--- src/rtl/nx1_scan_pkg.sv ---
// nx1_scan_pkg: shared state type, buffer depth and default widths for the X1 video RAM scanner.
package nx1_scan_pkg;

    typedef enum logic [1:0] {
        IDLE,
        FETCH,
        DRAIN
    } scan_state_t;

    localparam int SCAN_BUF_DEPTH = 2;
    localparam int SCAN_AW        = 11;
    localparam int SCAN_CW        = 7;
    localparam int SCAN_RW        = 5;

endpackage

--- src/rtl/nx1_scan_skid.sv ---
// nx1_scan_skid: 2-entry valid/ready buffer; the head entry drives the output directly.
module nx1_scan_skid
    import nx1_scan_pkg::*;
#(
    parameter int DW = 8
) (
    input  logic          clock,
    input  logic          reset,
    input  logic          flush,
    input  logic          push,
    input  logic [DW-1:0] din,
    input  logic          pop,
    output logic [DW-1:0] dout,
    output logic          valid,
    output logic [1:0]    count
);

    logic [DW-1:0] head;
    logic [DW-1:0] tail;
    logic          do_pop;
    logic          do_push;

    assign do_pop  = pop && (count != 2'd0);
    assign do_push = push && ((count < 2'(SCAN_BUF_DEPTH)) || do_pop);

    // The head only moves on a pop or on a push into an empty buffer,
    // so the output holds steady while the consumer stalls.
    always_ff @(posedge clock or posedge reset) begin
        if (reset) begin
            head  <= '0;
            tail  <= '0;
            count <= 2'd0;
        end else if (flush) begin
            count <= 2'd0;
        end else begin
            case ({do_push, do_pop})
                2'b10: begin
                    if (count == 2'd0) head <= din;
                    else               tail <= din;
                    count <= count + 2'd1;
                end
                2'b01: begin
                    head  <= tail;
                    count <= count - 2'd1;
                end
                2'b11: begin
                    if (count == 2'd1) begin
                        head <= din;
                    end else begin
                        head <= tail;
                        tail <= din;
                    end
                end
                default: ;
            endcase
        end
    end

    assign dout  = head;
    assign valid = (count != 2'd0);

endmodule

--- src/rtl/nx1_vram_scan.sv ---
// nx1_vram_scan: streams one text row of character codes from the X1 text RAM per row request.
// Define NX1_SCAN_ATTR_EN to also fetch and stream the attribute byte (adi/oattr).
module nx1_vram_scan
    import nx1_scan_pkg::*;
#(
    parameter int AW = SCAN_AW,
    parameter int CW = SCAN_CW,
    parameter int RW = SCAN_RW
) (
    input  logic          vclk,
    input  logic          reset,
    input  logic          fstart,
    input  logic          rstart,
    input  logic [AW-1:0] base,
    input  logic [CW-1:0] cols,
    input  logic [RW-1:0] rows,
    output logic [AW-1:0] va,
    input  logic [7:0]    vdo,
`ifdef NX1_SCAN_ATTR_EN
    input  logic [7:0]    adi,
    output logic [7:0]    oattr,
`endif
    output logic [7:0]    odata,
    output logic [CW-1:0] ocol,
    output logic          ovalid,
    input  logic          oready,
    output logic          rowdone,
    output logic          framedone,
    output logic          busy
);

`ifdef NX1_SCAN_ATTR_EN
    localparam int PW = 16 + CW;
`else
    localparam int PW = 8 + CW;
`endif

    scan_state_t   state;
    logic [AW-1:0] row_ptr;
    logic [RW-1:0] row_cnt;
    logic [CW-1:0] cols_l;
    logic [RW-1:0] rows_l;
    logic [CW-1:0] issue_col;
    logic [CW-1:0] rd_col;
    logic [CW-1:0] last_col;
    logic          rd_pend;
    logic          pop;
    logic          can_issue;
    logic [2:0]    occ;
    logic [1:0]    buf_count;
    logic [PW-1:0] push_data;
    logic [PW-1:0] head;

`ifdef NX1_SCAN_ATTR_EN
    assign push_data = {adi, rd_col, vdo};
    assign oattr     = head[8+CW +: 8];
`else
    assign push_data = {rd_col, vdo};
`endif

    assign odata    = head[7:0];
    assign ocol     = head[8 +: CW];
    assign last_col = cols_l - CW'(1);
    assign pop      = ovalid && oready;
    assign rowdone  = pop && (ocol == last_col);
    assign busy     = (state != IDLE);

    // Credit counts the slot freed by this cycle's pop, which is what sustains one beat per cycle.
    assign occ       = {1'b0, buf_count} + {2'b00, rd_pend} - {2'b00, pop};
    assign can_issue = (occ < 3'd2);

    nx1_scan_skid #(
        .DW(PW)
    ) u_skid (
        .clock (vclk),
        .reset (reset),
        .flush (fstart),
        .push  (rd_pend),
        .din   (push_data),
        .pop   (pop),
        .dout  (head),
        .valid (ovalid),
        .count (buf_count)
    );

    // Row sequencer; a frame start overrides everything and drops any read still in flight.
    always_ff @(posedge vclk or posedge reset) begin
        if (reset) begin
            state     <= IDLE;
            va        <= '0;
            row_ptr   <= '0;
            row_cnt   <= '0;
            cols_l    <= CW'(1);
            rows_l    <= RW'(1);
            framedone <= 1'b0;
            issue_col <= '0;
            rd_pend   <= 1'b0;
            rd_col    <= '0;
        end else if (fstart) begin
            state     <= IDLE;
            row_ptr   <= base;
            cols_l    <= (cols == '0) ? CW'(1) : cols;
            rows_l    <= (rows == '0) ? RW'(1) : rows;
            row_cnt   <= '0;
            framedone <= 1'b0;
            rd_pend   <= 1'b0;
        end else begin
            rd_pend <= 1'b0;
            case (state)
                IDLE: begin
                    if (rstart && !framedone) begin
                        va      <= row_ptr;
                        rd_pend <= 1'b1;
                        rd_col  <= '0;
                        if (cols_l == CW'(1)) begin
                            state <= DRAIN;
                        end else begin
                            state     <= FETCH;
                            issue_col <= CW'(1);
                        end
                    end
                end
                FETCH: begin
                    if (can_issue) begin
                        va      <= row_ptr + AW'(issue_col);
                        rd_pend <= 1'b1;
                        rd_col  <= issue_col;
                        if (issue_col == last_col) state <= DRAIN;
                        else                       issue_col <= issue_col + CW'(1);
                    end
                end
                DRAIN: begin
                    if (!ovalid && !rd_pend) begin
                        state   <= IDLE;
                        row_ptr <= row_ptr + AW'(cols_l);
                        row_cnt <= row_cnt + RW'(1);
                        if (row_cnt == rows_l - RW'(1)) framedone <= 1'b1;
                    end
                end
                default: state <= IDLE;
            endcase
        end
    end

endmodule

--- config.mk ---
export PLATFORM = sky130hd
export DESIGN_NAME = nx1_vram_scan
export DESIGN_NICKNAME = d
export VERILOG_FILES = /design/src/rtl/nx1_scan_pkg.sv /design/src/rtl/nx1_scan_skid.sv /design/src/rtl/nx1_vram_scan.sv
export SDC_FILE = /design/constraint.sdc
export NUM_CORES = 1
export LEC_CHECK = 0
export ABC_AREA = 1
export BUFFER_PORTS_ARGS = -buffer_cell sky130_fd_sc_hd__buf_4
export CORE_ASPECT_RATIO = 1.1
export CORE_MARGIN = 1
export CORE_UTILIZATION = 50
export CTS_BUF_LIST = sky130_fd_sc_hd__clkbuf_16
export CTS_CLUSTER_SIZE = 20
export DETAILED_ROUTE_END_ITERATION = 8
export PLACE_DENSITY = 0.77
export SKIP_CTS_REPAIR_TIMING = 1
export SKIP_LAST_GASP = 1
export SYNTH_ARGS = -nofsm -noshare
export SYNTH_HDL_FRONTEND = slang
export SYNTH_HIERARCHICAL = 1
export SYNTH_SLANG_ARGS = --single-unit
--- constraint.sdc ---
create_clock -name vclk -period 3.7 [get_ports vclk]
set_clock_uncertainty 0.1 [all_clocks]
set_input_delay 0.185 -clock vclk [delete_from_list [all_inputs] [get_ports vclk]]
set_output_delay 0.185 -clock vclk [all_outputs]
set_load 0.01 [all_outputs]
==> summary.md, run 1 <==
| Metric | Value |
|---|---|
| Status | `complete, but fails checks` |
| Failing checks | `hold timing` |
| Layout Utilization | `60.9%` |
| Final hold slack | `-28.1 ps` |
| Hold Crit Start | `cols[5]` |
| VDD IR-drop max | `0.334 mV` |
| Critical path peak fanout | `14` |
| Most frequent cells in the layout | `nand2_1, dfrtp_1, buf_4` |
| CP Class | `flop to flop` |
| Row cnt | `40` |
| DRT met1 WL | `6330 um` |
| Power Total | `0.00440 W` |
| Diodes inserted | `0` |
| CP max-delay cell | `dfrtp_1` |
| Area share of fa/ha/maj cells after synthesis | `5.91%` |
| First-pass GRT wire length | `24800 um` |
| Async SR Flop Fraction | `100%` |
| Synth top area cells | `dfrtp_1, nand2_1, nand3_1` |
| Area grow syn2layout | `17.6%` |
| Tcrit/Tclk final | `92.1%` |
| Layout filler cell count | `966` |
| Post-synth EDFFs | `0` |
| FMAX | `0.293 GHz` |
| Multiplexer area fraction after synthesis | `0%` |
| Max layer used | `met4` |
| RePlAce Congestion | `0.879` |
| Setup TNS | `0 ps` |
| DRT Wirelength | `15000 um` |
| Largest net degree at the start of global routing | `43` |
| Die Area | `11800 um2` |
| Syn Area/Cell | `7.44 um2` |
| Post-synth top area share | `38.4%` |
| RSZ-0062 raised after global routing | `no` |
| Crit path largest cell delay | `450 ps` |
| Wire length on met3 | `687 um` |
| Vias in the first global route | `5222` |
| Final-stage net count | `891` |
| # DRC | `0` |
| DR WL met2 | `7610 um` |
| WP data required | `3870 ps` |
| Cells after synthesis | `763` |
| Crit. Startpoint | `u_skid/count[1]` |
| CP cell instances | `inv_1, ha_1, inv_2, nand2_1, inv_1, ha_1, inv_1, nand2_1, fa_1, nor2_1, o21ai_0, nand2_1, nand4_2, buf_4, inv_1, nand2_1, o21ai_0` |
| Critical Path Start Type | `flop` |
| I/O Buffers | `65` |
| Residual antenna-violating net count after detailed routing | `0` |
| Sequential area share after synthesis | `39.3%` |
| FF-to-FF Start | `u_skid/count[1]` |
| Clk Tree Root Cell | `clkbuf_16` |
| Chip height | `114 um` |
| Layout cells sized above 1 | `16.8%` |
| Vias/cell | `5.53` |
| Clk sink count | `89` |
| Leak pwr | `3.35 nW` |
| Commonest non-fill, non-tap cell in the layout | `nand2_1` |
| Area of the core | `11000 um2` |
| Hpwl dp | `10700 um` |
| Fin. max-slew vios | `0` |
| Starting Density | `51.8%` |
| Predominant post-synthesis flop cell | `dfrtp_1` |
| Worst slew margin | `42.3%` |
| Final worst path period need | `3410 ps` |
| Post-synthesis cell type count | `44` |
| Number of synthesized register bits | `89` |
| Synth Area in XOR/XNOR | `3.70%` |
| DRT iter0 DRCs | `333` |
| I/O Pins | `66` |
| Ys Warns | `6` |
| Clk buf depth | `2` |
| Largest family of logic cells by synthesized area | `simple AND/OR/NAND/NOR gates` |
| Hold WC Path Type | `input port to flop` |
| Reg clk slew, reported paths | `70 ps` |
| Initial antenna violation count | `0` |
| Post-synth design cell area | `5670 um2` |
| Post-synthesis compound-gate area fraction | `9.90%` |
| Chip width | `104 um` |
| DRT Pass-1 Iters | `5` |
| Cell taking the most area after synthesis | `dfrtp_1` |
| GRT Total Usage | `26.6%` |
| Via count | `5427` |
| Worst Tran Pin Value | `864 ps` |
| Critical Path AT | `3580 ps` |
| CTS tree | `yes` |
| Congestion Overflow GR | `0` |
| Syn_nets | `824` |
| Worst skew pair latency | `340 ps` |
| Total CTS buffers | `9` |
| H-Tree Level Count | `3` |
| Final hold violations | `9` |
| Crit end category | `flop` |
| Per-cell routed wire length | `15.3 um` |
| Pwr Density | `659 nW/um2` |
| Simple-gate portion of the synthesized area | `34.9%` |
| Max-cap violations | `0` |
| # setup viols final | `0` |
==> state kept, by name, indices dropped and copies added, names as in the netlist <==
| name | count |
|---|---|
| cols_l | 7 |
| row_cnt | 5 |
| rd_pend | 1 |
| state | 2 |
| issue_col | 7 |
| va | 11 |
| u_skid/count | 2 |
| rd_col | 7 |
| u_skid/tail | 15 |
| framedone | 1 |
| row_ptr | 11 |
| rows_l | 5 |
| u_skid/dout | 15 |
==> layer usage <==
layer  vias to the layer above  GRT usage, %
li1                       2641             -
met1                      2569          32.4
met2                       182          46.8
met3                        35          3.66
met4                         0          12.9
met5                         -             0
==> synthesized netlist by cell type (2+ instances only) <==
master	n
o211ai_1	3
o21ai_0	27
nor3b_1	3
a21oi_1	26
nor2_2	6
xnor2_1	8
dfrtp_1	87
clkbuf_1	11
buf_2	11
buf_4	3
nand3_1	67
fa_1	3
nor3_1	5
o21ai_2	6
nand2_1	269
or2_2	3
nand2_2	18
inv_2	5
nand3_2	4
xor2_1	16
o31ai_1	5
nor2_4	4
ha_1	22
o21bai_1	2
a22oi_1	6
dfstp_2	2
nand4_1	25
a31oi_1	7
inv_1	55
nor2_1	40
==> cell type report <==
class                      count  area [um2]  share of cell area (%)
multi-input combinational    587        3090                    46.2
sequential                    89        2230                    33.4
timing repair buffer          82         638                    9.56
inverter                      61         229                    3.43
clock buffer                   9         225                    3.38
tap                          147         184                    2.76
clock inverter                 7        80.1                    1.20
==> report_power, final <==
part	switching (W)	internal, W	leakage [nW]
Sequential	0.000286	0.00125	1.14
Clock	0.000413	0.000530	0.142
Combinational	0.00121	0.000715	2.07
==> path summary, 6_finish.rpt <==
kind	endpoint	slack [ps]	cells past startpoint
min reg2reg	u_skid/dout[0]	380	2
max in group asynchronous	rd_col[4]	2260	4
min in group asynchronous	u_skid/count[1]	400	4
max	va[8]	290	17
max reg2reg	va[8]	290	17
min	cols_l[5]	-30	3
==> cell families after synthesis <==
logic type               Yosys count
flip-flops                        89
AND/OR/NAND/NOR                  447
buffers and inverters             87
adder cells (fa/ha/maj)           25
AO/OA/AOI/OAI                     91
XOR/XNOR                          24
==> worst max-delay path: cells and delay by family (launching register included) <==
kind / cells / cell delay [ps]
compound gates: 2 / 290
fa+ha+maj: 3 / 870
buf+inv: 6 / 1010
flops: 1 / 450
simple gates: 6 / 600
==> metrics by stage <==
stage	cells	instance area, um2	hold WS [ps]	setup WS (ps)
floorplan	763	5670	145	784
global placement	957	6280	216	487
detailed placement	957	6280	219	281
CTS	973	6580	-146	289
global route	982	6670	2.47	42.8
finish	982	6670	-28.1	292
No activity file was read; power rests on OpenSTA's default activity.
==> inputs of run 2 (changes only) <==
- CORE_MARGIN: 1 -> unset
- CTS_BUF_LIST: sky130_fd_sc_hd__clkbuf_16 -> unset
- clock period: 3.7 -> 3.3 ns (I/O delays scaled with it)
==> run 2 against run 1 <==
The run still ends with hold timing left. Global-route usage fell by 0.84 points. Sequential power rose by 12%. Non-clock buffer count rose by 9. Setup slack got worse by 83 ps. Via count rose by 2.3%. Sequential share of layout area fell by 0.55 points. Critical path type unchanged. Largest cell class unchanged.
==> summary.md, run 2 (synthesis results as in run 1) <==
| Metric | Value |
|---|---|
| Status | `complete, but fails checks` |
| Failing checks | `hold timing` |
| Pwr Density | `731 nW/um2 (+11%)` |
| Final Cell Area | `6790 um2 (+1.7%)` |
| Diodes inserted | `0 (unchanged)` |
| Sequential cell area | `2230 um2 (about the same)` |
| Per-cell routed wire length | `15.1 um (-0.94%)` |
| RSZ-0062 raised after global routing | `no` |
| Most frequent cells in the layout | `nand2_1, dfrtp_1, buf_4` |
| Final-stage net count | `902 (+1.2%)` |
| Via count | `5554 (+2.3%)` |
| Final hold violations | `4 (-5)` |
| Tcrit/Tclk final | `93.7% (+1.6 points)` |
| H-Tree Level Count | `3 (unchanged)` |
| Switching Share | `42.8% (-0.54 points)` |
| Clk sink count | `89 (unchanged)` |
| Max-cap violations | `0 (unchanged)` |
| Chip height | `114 um (unchanged)` |
| Commonest non-fill, non-tap cell in the layout | `nand2_1` |
| Vias/cell | `5.59 (+1.2%)` |
| WP data required | `3470 ps (-400 ps)` |
| FF-to-FF Start | `u_skid/count[1]` |
| Critical Path Start Type | `flop` |
| Chip width | `104 um (unchanged)` |
| Final hold slack | `-33.9 ps (-5.82 ps)` |
| Reg2Reg Setup Slack | `210 ps (-80 ps)` |
| Area grow syn2layout | `19.6%` |
| CP Class | `flop to flop` |
| Leak pwr | `3.39 nW (+1.1%)` |
| Hold Crit Start | `cols[6]` |
| CTS tree | `yes` |
| Multi-input logic area | `3110 um2 (+0.89%)` |
| GRT Total Usage | `25.8% (-0.84 points)` |
| I/O Pins | `66 (unchanged)` |
| Psw | `0.00212 W (+11%)` |
| First-pass GRT wire length | `24200 um (-2.4%)` |
| # DRC | `0 (unchanged)` |
| Die Area | `11800 um2 (unchanged)` |
| RePlAce Congestion | `0.893 (+1.6%)` |
| VDD IR-drop max | `0.360 mV (+7.8%)` |
| Internal power | `0.00284 W (+14%)` |
| Largest net degree at the start of global routing | `43 (unchanged)` |
| Layout cells sized above 1 | `16.9% (+0.14 points)` |
| FMAX | `0.323 GHz (+10%)` |
| Hpwl dp | `10500 um (-1.9%)` |
| Combinational group share of total power | `44.8% (+1.1 points)` |
| Layout Utilization | `61.9% (+1.1 points)` |
| Setup TNS | `0 ps (unchanged)` |
| # setup viols final | `0 (unchanged)` |
| Initial antenna violation count | `0 (unchanged)` |
| Sequential power share | `34.7% (-0.2 points)` |
| Worst slew margin | `32.3% (-10 points)` |
| Area of the core | `11000 um2 (unchanged)` |
| Starting Density | `51.8% (unchanged)` |
| Fin. max-slew vios | `0 (unchanged)` |
| Residual antenna-violating net count after detailed routing | `0 (unchanged)` |
| Clk buf depth | `2 (unchanged)` |
| Layout filler cell count | `934 (-3.3%)` |
| Row cnt | `40 (unchanged)` |
| DRT iter0 DRCs | `380 (+14%)` |
| Crit end category | `flop` |
| Total CTS buffers | `9 (unchanged)` |
| Clk Tree Root Cell | `clkbuf_16` |
| Reg clk slew, reported paths | `60 ps (about the same)` |
| Congestion Overflow GR | `0 (unchanged)` |
| I/O Buffers | `65 (unchanged)` |
| Crit. Startpoint | `u_skid/count[1]` |
| DRT Wirelength | `15000 um (+0.17%)` |
| Critical path peak fanout | `8 (-6)` |
| Clock power share | `20.5% (-0.9 points)` |
| Critical Path AT | `3260 ps (-320 ps)` |
| Hold WC Path Type | `input port to flop` |
| Worst Tran Pin Value | `1010 ps (+148 ps)` |
| Final worst path period need | `3090 ps (-317 ps)` |
| Worst skew pair latency | `340 ps (about the same)` |
| DP Area | `6280 um2 (unchanged)` |
| DRT Pass-1 Iters | `6 (+1)` |
| Vias in the first global route | `5095 (-2.4%)` |
run 2: final cells by class:
cell class	instances	share of cell area (%)
Multi-Input combinational cell	588	45.9
Tap cell	147	2.71
Inverter	61	3.43
Sequential cell	89	32.9
Timing Repair Buffer	91	10.7
Clock inverter	3	0.590
Clock buffer	13	3.69
Timing Repair inverter	1	0.111
run 2: power by group through the flow:
stage          sequential [W]  clock [W]  combinational, W
3_3_place_gp          0.00171          0           0.00204
3_5_place_dp          0.00173          0           0.00212
4_1_cts               0.00171    0.00103           0.00213
6_report              0.00172    0.00102           0.00222
5_1_grt               0.00176    0.00108           0.00246
2_1_floorplan         0.00170          0           0.00145
run 2: worst paths after layout:
kind | to | cells after the start
worst max-delay path | issue_col[6] | 18
worst min-delay path | cols_l[6] | 3
worst max register to register | issue_col[6] | 18
worst min register to register | u_skid/dout[1] | 2
max in group asynchronous | cols_l[0] | 4
min in group asynchronous | framedone | 3
run 2: critical path, stage by stage, from the launching register on:
cell     delay (ps)
dfrtp_2         450
inv_1           100
ha_1            210
inv_2            90
nand2_1         110
inv_2            70
ha_1            290
inv_1            50
nand2_1          60
fa_1            400
nor2_1          110
o21ai_1          90
nand2_1         100
nand4_4         180
nor2_4          180
nand2_2         130
nand2_4         150
nand2_1          80
o21ai_2          60
run 2: layer usage:
layer  GRT usage [%]  wire, um  part of all wire (%)
met5               0         0                     0
met4            10.2       327                   2.2
met3            3.94       956                   6.4
met2            45.6      7430                    49
met1            31.8      6320                    42
run 2: metrics by stage:
step                instances  total power, W  setup WS (ps)
finish                    993         0.00496            208
global route              993         0.00529           39.5
CTS                       973         0.00488          -57.7
detailed placement        957         0.00385          -41.8
global placement          957         0.00375            181
floorplan                 763         0.00315            384
==> inputs of run 3 (changes only) <==
- PLACE_DENSITY: 0.77 -> 0.8
- clock period: 3.3 -> 2.6 ns (I/O delays scaled with it)
==> run 3 against run 2 <==
The run ends with hold timing, setup timing left. Total power increased by 39%. Cell area increased by 6.7%. Via count decreased by 1.0%. Final cell count increased by 3.5%. First-iteration DRC count decreased by 22%. Setup slack got worse by 210 ps. Worst hold slack improved by 8.1 ps.
==> summary.md, run 3 (synthesis results as in run 1) <==
| Metric | Value |
|---|---|
| Multi-input logic area | `3160 um2 (+1.6%)` |
| Inst Count DP | `976 (+2.0%)` |
| CP cell instances | `inv_2, ha_4, inv_6, nand2_4, inv_4, ha_4, inv_2, nand2_2, fa_2, o21ai_2, nand2_1, nand4_4, nor2_4, nand2_2, nand2_4, buf_12, nand2_2, o21ai_2` |
| Worst slew margin | `36.7% (+4.4 points)` |
| Final hold slack | `-25.9 ps (+8.07 ps)` |
| Final WS setup | `-4.12 ps (-212 ps)` |
| Non-filler cells in the finished layout | `1028 (+3.5%)` |
| Area grow syn2layout | `27.6%` |
| Vias in the first global route | `5063 (-0.63%)` |
| Chip width | `104 um (unchanged)` |
| Die Area | `11800 um2 (unchanged)` |
| DRT Pass-1 Iters | `4 (-2)` |
| Total CTS buffers | `9 (unchanged)` |
| GRT Total Usage | `26.4% (+0.60 points)` |
| Commonest non-fill, non-tap cell in the layout | `nand2_1` |
| Crit path largest cell delay | `530 ps (+80 ps)` |
| Max-cap violations | `0 (unchanged)` |
| Critical Path Start Type | `flop` |
| I/O Pins | `66 (unchanged)` |
| Diodes inserted | `0 (unchanged)` |
| Tcrit/Tclk final | `100% (+6.5 points)` |
| Failing checks | `hold timing, setup timing` |
| Residual antenna-violating net count after detailed routing | `0 (unchanged)` |
| CP Class | `flop to flop` |
| WP data required | `2770 ps (-700 ps)` |
| Initial antenna violation count | `0 (unchanged)` |
| Area of the core | `11000 um2 (unchanged)` |
| Final worst path period need | `2600 ps (-488 ps)` |
| # setup viols final | `2 (+2)` |
| Critical Path AT | `2780 ps (-480 ps)` |
| Starting Density | `51.8% (unchanged)` |
| I/O Buffers | `65 (unchanged)` |
| Worst skew pair latency | `350 ps (about the same)` |
| Worst Tran Pin Value | `946 ps (-65.9 ps)` |
| Sequential cell area | `2230 um2 (unchanged)` |
| First-pass GRT wire length | `24700 um (+2.3%)` |
| FMAX | `0.384 GHz (+19%)` |
| Hold WC Path Type | `input port to flop` |
| Via count | `5496 (-1.0%)` |
| CP most frequent cell | `nand2_2` |
| Vias/cell | `5.35 (-4.4%)` |
| Pwr Density | `952 nW/um2 (+30%)` |
| Largest net degree at the start of global routing | `58 (+35%)` |
| Most frequent cells in the layout | `nand2_1, buf_4, dfrtp_1` |
| Row cnt | `40 (unchanged)` |
| VDD IR-drop max | `0.504 mV (+40%)` |
| Final hold violations | `1 (-3)` |
| Critical path peak fanout | `7 (-1)` |
| DP Area | `6500 um2 (+3.6%)` |
| Layout filler cell count | `930 (-0.43%)` |
| Per-cell routed wire length | `14.6 um (-3.4%)` |
| Reg clk slew, reported paths | `60 ps (about the same)` |
| CP max-delay cell | `fa_2` |
| Status | `complete, but fails checks` |
| Crit end category | `flop` |
| Fin. max-slew vios | `0 (unchanged)` |
| Final-stage net count | `937 (+3.9%)` |
| Chip height | `114 um (unchanged)` |
| RSZ-0062 raised after global routing | `yes` |
| Clk buf depth | `2 (unchanged)` |
| Hpwl dp | `10200 um (-2.8%)` |
| DRT iter0 DRCs | `297 (-22%)` |
| H-Tree Level Count | `3 (unchanged)` |
| Congestion Overflow GR | `0 (unchanged)` |
| Layout cells sized above 1 | `20.5% (+3.6 points)` |
| # DRC | `0 (unchanged)` |
| CTS tree | `yes` |
| Final Cell Area | `7240 um2 (+6.7%)` |
| Leak pwr | `3.60 nW (+6.1%)` |
| RePlAce Congestion | `0.878 (-1.7%)` |
| Clk sink count | `89 (unchanged)` |
| Clk Tree Root Cell | `clkbuf_16` |
| DRT Wirelength | `15000 um (about the same)` |
[run 3: final timing paths]
| check | from | to | slack [ps] | cells after the start |
|---|---|---|---|---|
| max reg2reg | u_skid/count[1] | issue_col[4] | -4 | 18 |
| min in group asynchronous | reset | u_skid/tail[2] | 350 | 4 |
| min reg2reg | u_skid/dout[1] | u_skid/dout[1] | 380 | 2 |
| max in group asynchronous | reset | va[9] | 1430 | 4 |
| max | u_skid/count[1] | issue_col[4] | -4 | 18 |
| min | vdo[4] | u_skid/tail[4] | -30 | 3 |
[run 3: layout make-up]
class	instances	area share, %
multi-input cells	587	43.7
flip-flops and latches	89	30.8
repair buffers	128	15.1
clock buffers	11	3.49
inverters	61	3.33
well taps	147	2.54
clock inverters	5	1.07
[run 3: worst max-delay path: cells and delay by family (launching register included)]
kind	cells	cell delay (ps)
adders and majority gates	3	890
and+or+nand+nor	8	710
DFF	1	400
buffers and inverters	5	320
AOI/OAI and AO/OA	2	110
[run 3: report_power, final]
part | switching (W) | internal [W]
registers | 0.000380 | 0.00178
logic | 0.00188 | 0.00141
clock network | 0.000557 | 0.000892
[run 3: layer usage]
metal	track usage, %	vias to the layer above	share of wire [%]
met2	45.0	179	49
met5	0	-	0
met3	4.91	19	5.2
met1	33.9	2575	43
li1	-	2723	-
met4	9.08	0	2.0
[run 3: through the flow]
step / util (%) / TNS (ps) / setup WS (ps) / total power [W]
finish: 66.1 / -6.49 / -4.12 / 0.00689
global route: 66.1 / -1420 / -126 / 0.00739
CTS: 62.4 / -1120 / -129 / 0.00670
detailed placement: 59.3 / -715 / -126 / 0.00523
floorplan: - / -339 / -59.8 / 0.00412
global placement: 59.3 / -62.4 / -14.0 / 0.00516
